### src/rtl/sipo_frame_ctrl.sv
// ---------------------------------------------------------------------------
// sipo_frame_ctrl
// Serial frame receiver controller. Captures a start / WIDTH data bits
// (LSB first) / optional even parity / stop frame from a bit-strobed serial
// line into a shift stage. Each frame is validated, and a good word is handed
// to a single-entry valid/ready output buffer.
//
// Parameters:
//   WIDTH      data bits per frame (2..16)
//   PARITY_EN  1 = one even-parity bit follows the data bits
//
// Ports:
//   clk            system clock, rising edge
//   rst            asynchronous active-high reset
//   serial_in_i    serial line, idles at 1
//   bit_en_i       bit strobe; serial_in_i is sampled only when high
//   data_out_o     last accepted word
//   data_valid_o   data_out_o holds an unconsumed word
//   data_ready_i   consumer takes the word on an edge where data_valid_o=1
//   busy_o         receiver is inside a frame
//   parity_err_o   one-cycle pulse: frame dropped for bad parity
//   frame_err_o    one-cycle pulse: frame dropped for bad stop bit
//   overrun_o      one-cycle pulse: good frame dropped, buffer full
// ---------------------------------------------------------------------------
module sipo_frame_ctrl #(
    parameter int WIDTH     = 4,
    parameter bit PARITY_EN = 1'b1
) (
    input  logic             clk,
    input  logic             rst,
    input  logic             serial_in_i,
    input  logic             bit_en_i,
    output logic [WIDTH-1:0] data_out_o,
    output logic             data_valid_o,
    input  logic             data_ready_i,
    output logic             busy_o,
    output logic             parity_err_o,
    output logic             frame_err_o,
    output logic             overrun_o
);

    localparam int CW = (WIDTH > 2) ? $clog2(WIDTH) : 1;

    typedef enum logic [1:0] {
        S_IDLE   = 2'd0,
        S_DATA   = 2'd1,
        S_PARITY = 2'd2,
        S_STOP   = 2'd3
    } state_t;

    state_t           state_q, state_d;
    logic [WIDTH-1:0] shreg_q, shreg_d;
    logic [CW-1:0]    cnt_q, cnt_d;
    logic             perr_q, perr_d;
    logic [WIDTH-1:0] data_q, data_d;
    logic             valid_q, valid_d;
    logic             busy_q, busy_d;
    logic             pe_q, pe_d;
    logic             fe_q, fe_d;
    logic             ov_q, ov_d;
    logic             stop_edge_s;
    logic             good_s;

    // XOR-reduction of the data word; even parity holds when this matches the parity bit
    function automatic logic parity_of(input logic [WIDTH-1:0] v);
        return ^v;
    endfunction

    // State and datapath registers
    always_ff @(posedge clk or posedge rst) begin
        if (rst) begin
            state_q <= S_IDLE;
            shreg_q <= {WIDTH{1'b0}};
            cnt_q   <= {CW{1'b0}};
            perr_q  <= 1'b0;
            data_q  <= {WIDTH{1'b0}};
            valid_q <= 1'b0;
            busy_q  <= 1'b0;
            pe_q    <= 1'b0;
            fe_q    <= 1'b0;
            ov_q    <= 1'b0;
        end else begin
            state_q <= state_d;
            shreg_q <= shreg_d;
            cnt_q   <= cnt_d;
            perr_q  <= perr_d;
            data_q  <= data_d;
            valid_q <= valid_d;
            busy_q  <= busy_d;
            pe_q    <= pe_d;
            fe_q    <= fe_d;
            ov_q    <= ov_d;
        end
    end

    // Next-state logic; every transition is gated by the bit strobe
    always_comb begin
        state_d = state_q;
        if (bit_en_i) begin
            case (state_q)
                S_IDLE: begin
                    if (!serial_in_i) begin
                        state_d = S_DATA;
                    end else begin
                        state_d = S_IDLE;
                    end
                end
                S_DATA: begin
                    if (cnt_q == CW'(WIDTH - 1)) begin
                        state_d = PARITY_EN ? S_PARITY : S_STOP;
                    end else begin
                        state_d = S_DATA;
                    end
                end
                S_PARITY: state_d = S_STOP;
                S_STOP:   state_d = S_IDLE;
                default:  state_d = S_IDLE;
            endcase
        end else begin
            state_d = state_q;
        end
    end

    // Datapath, output buffer and error pulse next values
    always_comb begin
        shreg_d     = shreg_q;
        cnt_d       = cnt_q;
        perr_d      = perr_q;
        data_d      = data_q;
        valid_d     = valid_q;
        pe_d        = 1'b0;
        fe_d        = 1'b0;
        ov_d        = 1'b0;
        busy_d      = (state_d != S_IDLE);
        stop_edge_s = bit_en_i && (state_q == S_STOP);
        // A stop bit of 0 outranks a parity failure
        good_s      = stop_edge_s && serial_in_i && !perr_q;

        if (bit_en_i) begin
            case (state_q)
                S_IDLE: begin
                    if (!serial_in_i) begin
                        cnt_d  = {CW{1'b0}};
                        perr_d = 1'b0;
                    end else begin
                        cnt_d  = cnt_q;
                    end
                end
                S_DATA: begin
                    shreg_d = {serial_in_i, shreg_q[WIDTH-1:1]};
                    cnt_d   = cnt_q + CW'(1);
                end
                S_PARITY: perr_d = parity_of(shreg_q) ^ serial_in_i;
                S_STOP: begin
                    if (!serial_in_i) begin
                        fe_d = 1'b1;
                    end else if (perr_q) begin
                        pe_d = 1'b1;
                    end else begin
                        fe_d = 1'b0;
                    end
                end
                default: shreg_d = shreg_q;
            endcase
        end else begin
            shreg_d = shreg_q;
        end

        // Buffer: a good word loads when empty or draining on this edge
        if (good_s) begin
            if (!valid_q || data_ready_i) begin
                data_d  = shreg_q;
                valid_d = 1'b1;
            end else begin
                ov_d = 1'b1;
            end
        end else if (valid_q && data_ready_i) begin
            valid_d = 1'b0;
        end else begin
            valid_d = valid_q;
        end
    end

    assign data_out_o   = data_q;
    assign data_valid_o = valid_q;
    assign busy_o       = busy_q;
    assign parity_err_o = pe_q;
    assign frame_err_o  = fe_q;
    assign overrun_o    = ov_q;

endmodule

### config.mk
export PLATFORM = sky130hd
export DESIGN_NAME = sipo_frame_ctrl
export DESIGN_NICKNAME = d
export VERILOG_FILES = /design/src/rtl/sipo_frame_ctrl.sv
export SDC_FILE = /design/constraint.sdc
export NUM_CORES = 1
export LEC_CHECK = 0
export ABC_AREA = 1
export ABC_CLOCK_PERIOD_IN_PS = 1300
export CAP_MARGIN = 10
export CORE_MARGIN = 2
export CORE_UTILIZATION = 58
export CTS_CLUSTER_SIZE = 10
export DETAILED_ROUTE_END_ITERATION = 16
export DONT_BUFFER_PORTS = 1
export GPL_ROUTABILITY_DRIVEN = 0
export PLACE_DENSITY = 0.75
export SETUP_SLACK_MARGIN = 0.5
export SKIP_LAST_GASP = 1
export SYNTH_ARGS = -nofsm -noshare
export SYNTH_HDL_FRONTEND = slang
export SYNTH_SLANG_ARGS = --single-unit
### constraint.sdc
create_clock -name clk -period 1.3 [get_ports clk]
set_clock_uncertainty 0.1 [all_clocks]
set_input_delay 0.13 -clock clk [delete_from_list [all_inputs] [get_ports clk]]
set_output_delay 0.13 -clock clk [all_outputs]
set_load 0.01 [all_outputs]
==> summary.md, run 1 <==
| Metric | Value |
|---|---|
| Status | finished with violations |
| Violated checks | negative hold slack |
| Die H | 41.27 um |
| Post-synth EDFFs | 0 |
| Num Clock Sinks | 18 |
| Dpl hpwl | 998.2 um |
| GR Overflow Total | 0 |
| Tmin final | 1294 ps |
| Routed WL per cell | 15.99 um |
| Pwr Density | 2232 mW/mm2 |
| Most numerous cell in the Yosys netlist | nand2_1 |
| Synth Area per Inst | approximately 8.7 um2 |
| Final Hold Fails | 10 |
| Worst path buffer plus inverter count | 1 |
| Initial Util | 61.92% |
| Worst-path clk slew | 100 ps |
| Critical path class | flip-flop to flip-flop |
| Avg Vias per Cell | 5.435 |
| Async S/R FF share, synth | 100.0% |
| Total CTS buffers | 3 |
| Post-CTS Hold Buffers | 2 |
| Area delta synth->final | 28.57% |
| Clock latency on the worst-skew pair | 300 ps |
| Layout cells sized above 1 | around 33% |
| I/O Buffers | 0 |
| Top-area cell type share of the netlist area | 55.90% |
| Final worst path period share | 99.56% |
| CTS tree | done |
| Post-synth top area cell | dfrtp_1 |
| Slowest CP cell | dfrtp_1 |
| F_max | 772.6 MHz |
| Reg2reg end | cnt_q[0] |
| Root Buffer | clkbuf_4 |
| Largest net degree at the start of global routing | 18 |
| Total track usage | 23.95% |
| Cell family with the largest share of critical-path delay | flip-flops |
| CP Capture Type | flip-flop |
| Post-synthesis cell area | 805.8 um2 |
| Area contributors post-synth | dfrtp_1 56%, nand2_1 14%, inv_1 6.5%, o21ai_0 6.2%, nand3_1 2.5% |
| Worst Path Required | 1420 ps |
| Final setup vio count | 0 |
| Die ar. | 0.001703 mm2 |
| IO Pins | 14 |
| Worst Hold Depth | 1 |
| Initial antenna violation count | 0 |
| Hold WS | -213.6 ps |
| Max Slew Vio Count | 0 |
| Slew @ Worst Pin | 280.6 ps |
| # fillers | 75 |
| Max incr delay on CP | 440 ps |
| Worst path cell trace | inv_1, a211oi_4, nand3_1, o21ai_0 |
| FP Rows | 13 |
| DRC | 0 |
| Initial DRC count | 23 |
| Leakage power figure | 0.5064 nW |
| Max Buffers Root-to-Sink | 2 |
| First-pass GRT wire length | roughly 2500 um |
| Number of max-cap violations | 0 |
| Final WL | between 1500 and 2000 um |
| RSZ-0062 raised after global routing | true |
| Sequential cell area fraction in the yosys report | 55.90% |
| Sink of the worst hold path | frame_err_o |
| CP arrival | 1420 ps |
| Reg2Reg Depth | 4 |
| Dominant synthesized flop cell | dfrtp_1 |
| Die W | between 40 and 50 um |
| R2R setup slack | 6 ps |
| Worst min path class | input pin to flip-flop |
| Post-DRT Antenna Nets | 0 |
| Worst Path Max Fanout | 4 |
| Synth cell count leaders | 29 x nand2_1, 18 x dfrtp_1, 14 x inv_1 |
| Warnings from Yosys | 0 |
| H-tree Lvls | 1 |
| 1st-pass router iterations | 4 |
| Vias in the first global route | 586 |
| HP Start | serial_in_i |
| Syn Inst Count | 93 |
| Synthesized Nets | 99 |
| Yosys reg bits | 18 |
| Library cells used by synthesis | 17 |
| Core ar. | 0.001301 mm2 |
| VDD IR max | 1488 uV |
| Slew headroom | 81.23% |
| Via count | approximately 670 |
| Crit path launch type | flip-flop |
| Final #Nets | 116 |
| Final core occ | 79.62% |
| Antenna cells | 0 |
| Worst reg2reg startpoint | state_q[0] |
-- cell families after synthesis --
logic type	synth area share, %
AOI/OAI and AO/OA	10.56
xor gates and xnor gates	1.087
adders and majority gates	1.553
buffers and inverters	7.454
DFF	55.90
and+or+nand+nor	23.45
-- power by group --
group / total, mW / switching (mW) / internal (mW)
registers: 0.990 / 0.240 / 0.750
logic: 0.977 / 0.553 / 0.424
clock network: 0.346 / 0.174 / 0.171
-- flip-flops by register name (all words and copies together), names as in the netlist --
signal and count:
busy_o 1, data_out_o 4, parity_err_o 1, frame_err_o 1
overrun_o 1, data_valid_o 1, perr_q 1, state_q 2
cnt_q 2, shreg_q 4
-- worst reg2reg max path, stage by stage (launching register included) --
cell,delay (ps)
dfrtp_1,440
inv_1,160
a211oi_4,320
nand3_1,100
o21ai_0,90
-- area by class of cell --
type / count / area, um2 / share of cell area [%]
flip-flops and latches: 18 / 451.7 / 43.60
multi-input cells: 60 / 372.9 / 35.99
repair buffers: 11 / 91.34 / 8.816
inverters: 16 / 65.06 / 6.280
clock buffers: 4 / 36.28 / 3.502
well taps: 15 / 18.77 / 1.812
-- layer usage --
metal,up-vias,part of all wire [%],track usage (%)
met5,-,0,0
met4,0,2.9,16.94
met3,7,4.6,4.891
met2,26,50,35.94
met1,314,43,30.38
li1,327,-,-
-- through the flow --
stage	total power, mW	setup slack [ps]	cell area (um2)	instances	TNS, ps
after floorplan	1.431	206.6	819.5	93	0
after global placement	1.533	103.4	845.8	109	0
after detailed placement	1.564	97.04	845.8	109	0
after CTS	2.009	95.98	938.4	118	0
after global routing	2.471	-59.06	1036	124	-190.8
final	2.312	5.690	1036	124	0
-- cell usage in the layout (no fill, tap or decap), drive strengths merged --
| cell type | synthesis | routed |
|---|---|---|
| buf | 0 | 9 |
| dlygate4sd3 | 0 | 2 |
| a211oi | 1 | 1 |
| nand4 | 1 | 2 |
| dfrtp | 18 | 18 |
| o21ai | 10 | 10 |
| nand3 | 4 | 4 |
| inv | 16 | 16 |
| o211ai | 1 | 1 |
| or2 | 1 | 1 |
| clkbuf | 0 | 4 |
| nand2 | 29 | 29 |
| nor3 | 1 | 1 |
| a21oi | 2 | 2 |
| xnor2 | 1 | 1 |
| nor4 | 1 | 1 |
| ha | 1 | 1 |
| nor2 | 6 | 6 |
-- repair_timing --
action	4_1_cts	5_1_grt
endpoints found under the setup margin	27	27
buffers inserted	3	5
gates resized for setup	6	18
gates cloned	0	1
endpoints found under the hold margin	31	10
pin swaps	0	8
-- how the worst max path moves through the flow --
stage | depth (start not counted) | slack (ps) | to | startpoint
2_1_floorplan | 4 | 210 | busy_o | state_q[0]
3_3_place_gp | 5 | 100 | data_out_o[1] | state_q[0]
3_5_place_dp | 5 | 100 | data_out_o[1] | state_q[0]
4_1_cts | 5 | 100 | data_out_o[1] | state_q[0]
5_1_grt | 4 | -60 | cnt_q[0] | state_q[0]
6_report | 4 | 6 | cnt_q[0] | state_q[0]
Note: power is estimated with default switching activity, not from simulation.
==> run 2: changes to the inputs <==
--- a/constraint.sdc
+++ b/constraint.sdc
@@ -4,2 +4,2 @@
 set_output_delay 0.13 -clock clk [all_outputs]
-set_load 0.01 [all_outputs]
+set_load 0.1 [all_outputs]
==> summary.md, run 2 (synthesized netlist as in run 1, its figures left out) <==
| Metric | Value |
|---|---|
| Final #Nets | 122 (was 116) |
| CTS tree | done (unchanged) |
| Post-DRT Antenna Nets | 0 (unchanged) |
| First-pass GRT wire length | 2939 um (was 2463 um) |
| Tmin final | 1289 ps (was 1294 ps) |
| Area delta synth->final | 51.09% (was 28.57%) |
| Die W | 41.27 um (unchanged) |
| Initial antenna violation count | 0 (unchanged) |
| Crit. Startpoint | state_q[0] (unchanged) |
| Number of max-cap violations | 0 (unchanged) |
| Placed cell areas | 932.1 um2 (was 845.8 um2) |
| Combinational share of power | 54.0% (was 42.2%) |
| Design area | 0.001217 mm2 (was 0.001036 mm2) |
| Status | finished with violations (unchanged) |
| Violated checks | negative hold slack (unchanged) |
| Initial DRC count | 52 (was 23) |
| Dpl hpwl | 1118 um (was 998.2 um) |
| Hold WS | -235.9 ps (was -213.6 ps) |
| Die H | 41.27 um (unchanged) |
| Non-Filler Instances | 130 (was 124) |
| Sequential power share | 36.4% (was 42.8%) |
| DRC | 0 (unchanged) |
| RSZ-0062 raised after global routing | true (unchanged) |
| Critical path class | flip-flop to flip-flop (unchanged) |
| Clock power frac | 9.5% (was 14.9%) |
| Worst-path clk slew | 110 ps (was 100 ps) |
| Total CTS buffers | 3 (unchanged) |
| Via count | 775 (was 674) |
| R2R setup slack | 10 ps (was 6 ps) |
| Antenna cells | 0 (unchanged) |
| Num Clock Sinks | 18 (unchanged) |
| 1st-pass router iterations | 4 (unchanged) |
| Placed cells | 114 (was 109) |
| Worst Path Required | 1400 ps (was 1420 ps) |
| Largest net degree at the start of global routing | 19 (was 18) |
| Slew @ Worst Pin | 307.6 ps (was 280.6 ps) |
| Highest-count cells in the layout ignoring fill and taps | 23 x nand2_1, 10 x o21ai_1, 9 x inv_1, 9 x dfrtp_4 (was 24 x nand2_1, 17 x dfrtp_1, 9 x inv_1) |
| Post-CTS Hold Buffers | 1 (was 2) |
| Layout cells sized above 1 | 50.43% (was 33.03%) |
| Max Buffers Root-to-Sink | 2 (unchanged) |
| Total power | 3.234 mW (was 2.312 mW) |
| Crit path launch type | flip-flop (unchanged) |
| Worst reg2reg startpoint | state_q[0] (unchanged) |
| Max Slew Vio Count | 0 (unchanged) |
| Final WL | 2469 um (was 1983 um) |
| Root Buffer | clkbuf_4 (unchanged) |
| FP Rows | 13 (unchanged) |
| Net Sw Power | 1.633 mW (was 0.9676 mW) |
| Final worst path period share | 99.14% (was 99.56%) |
| Avg Vias per Cell | 5.962 (was 5.435) |
| Final core occ | 93.56% (was 79.62%) |
| I/O Buffers | 0 (unchanged) |
| H-tree Lvls | 1 (unchanged) |
| Routed WL per cell | 18.99 um (was 15.99 um) |
| Sw Share | 50.51% (was 41.85%) |
| Vias in the first global route | 627 (was 586) |
| Worst Path Max Fanout | 5 (was 4) |
| # fillers | 43 (was 75) |
| VDD IR max | 1953 uV (was 1488 uV) |
| Core ar. | 0.001301 mm2 (unchanged) |
| Slew headroom | 79.42% (was 81.23%) |
| Final Hold Fails | 12 (was 10) |
| GR Overflow Total | 0 (unchanged) |
| Clock latency on the worst-skew pair | 310 ps (was 300 ps) |
| Reg2reg end | data_out_o[0] (was cnt_q[0]) |
| Reg2Reg Depth | 5 (was 4) |
| Worst min path class | input pin to flip-flop (unchanged) |
| Pwr Density | 2656 mW/mm2 (was 2232 mW/mm2) |
| IO Pins | 14 (unchanged) |
| Pint | 1.600 mW (was 1.345 mW) |
| CP Capture Type | flip-flop (unchanged) |
| Die ar. | 0.001703 mm2 (unchanged) |
| CP arrival | 1380 ps (was 1420 ps) |
| Initial Util | 61.92% (unchanged) |
| Worst Setup EP | data_out_o[0] (was cnt_q[0]) |
| Final setup vio count | 0 (unchanged) |
| Leakage power figure | 0.5443 nW (was 0.5064 nW) |
| F_max | 775.9 MHz (was 772.6 MHz) |
| Commonest non-fill, non-tap cell in the layout | nand2_1 (unchanged) |
| Total track usage | 28.59% (was 23.95%) |
[run 2: per-stage QoR]
stage	setup slack, ps	setup TNS [ps]
finish	11.17	0
global route	-59.23	-214.2
CTS	86.69	0
detailed placement	75.21	0
global placement	98.40	0
floorplan	86.90	0
[run 2: layout make-up]
| class | count | area [um2] | share of cell area, % |
|---|---|---|---|
| sequential | 18 | 489.2 | 40.18 |
| inverter | 16 | 60.06 | 4.933 |
| tap | 15 | 18.77 | 1.542 |
| multi-input combinational | 60 | 415.4 | 34.12 |
| timing repair buffer | 17 | 207.7 | 17.06 |
| clock buffer | 4 | 26.28 | 2.158 |
[run 2: what timing repair did]
item                                   CTS  global route
gates cloned                             1             0
buffers inserted                         6             4
pin swaps                                8            10
setup endpoints to repair               27            27
endpoints found under the hold margin   31            12
gates resized for setup                 30            12
[run 2: worst min-delay path by stage]
stage           startpoint            end  slack, ps  depth (start not counted)
2_1_floorplan          rst         busy_o        -30                          1
3_3_place_gp           rst  data_out_o[0]        -50                          2
3_5_place_dp           rst      overrun_o        -50                          2
4_1_cts        serial_in_i    frame_err_o       -200                          1
5_1_grt        serial_in_i    frame_err_o       -240                          1
6_report       serial_in_i    frame_err_o       -240                          1
[run 2: layer usage]
| metal | vias to the layer above | global-route usage, % | part of all wire [%] |
|---|---|---|---|
| li1 | 338 | - | - |
| met1 | 356 | 38.16 | 37 |
| met2 | 64 | 47.27 | 46 |
| met3 | 17 | 4.348 | 11 |
| met4 | 0 | 9.677 | 5.8 |
| met5 | - | 0 | 0 |
[run 2: power by group through the flow]
stage	registers, mW	clock network, mW	logic, mW
floorplan	1.45	0	0.549
global placement	1.09	0	1.09
detailed placement	1.11	0	1.12
CTS	1.13	0.278	1.49
global route	1.19	0.321	1.85
finish	1.18	0.308	1.75
[run 2: worst max-delay path: stages (launching register included)]
cell and delay (ps):
dfrtp_2 440, nand2_4 70, nor2_4 210, nand4_4 150, nand2_1 110, o21ai_1 80
==> run 3: changes to the inputs <==
--- a/constraint.sdc
+++ b/constraint.sdc
@@ -4,2 +4,2 @@
 set_output_delay 0.13 -clock clk [all_outputs]
-set_load 0.1 [all_outputs]
+set_load 0.01 [all_outputs]
==> results of run 3 <==
Same layout as run 1: the final DEF is identical, and so are final timing and power.
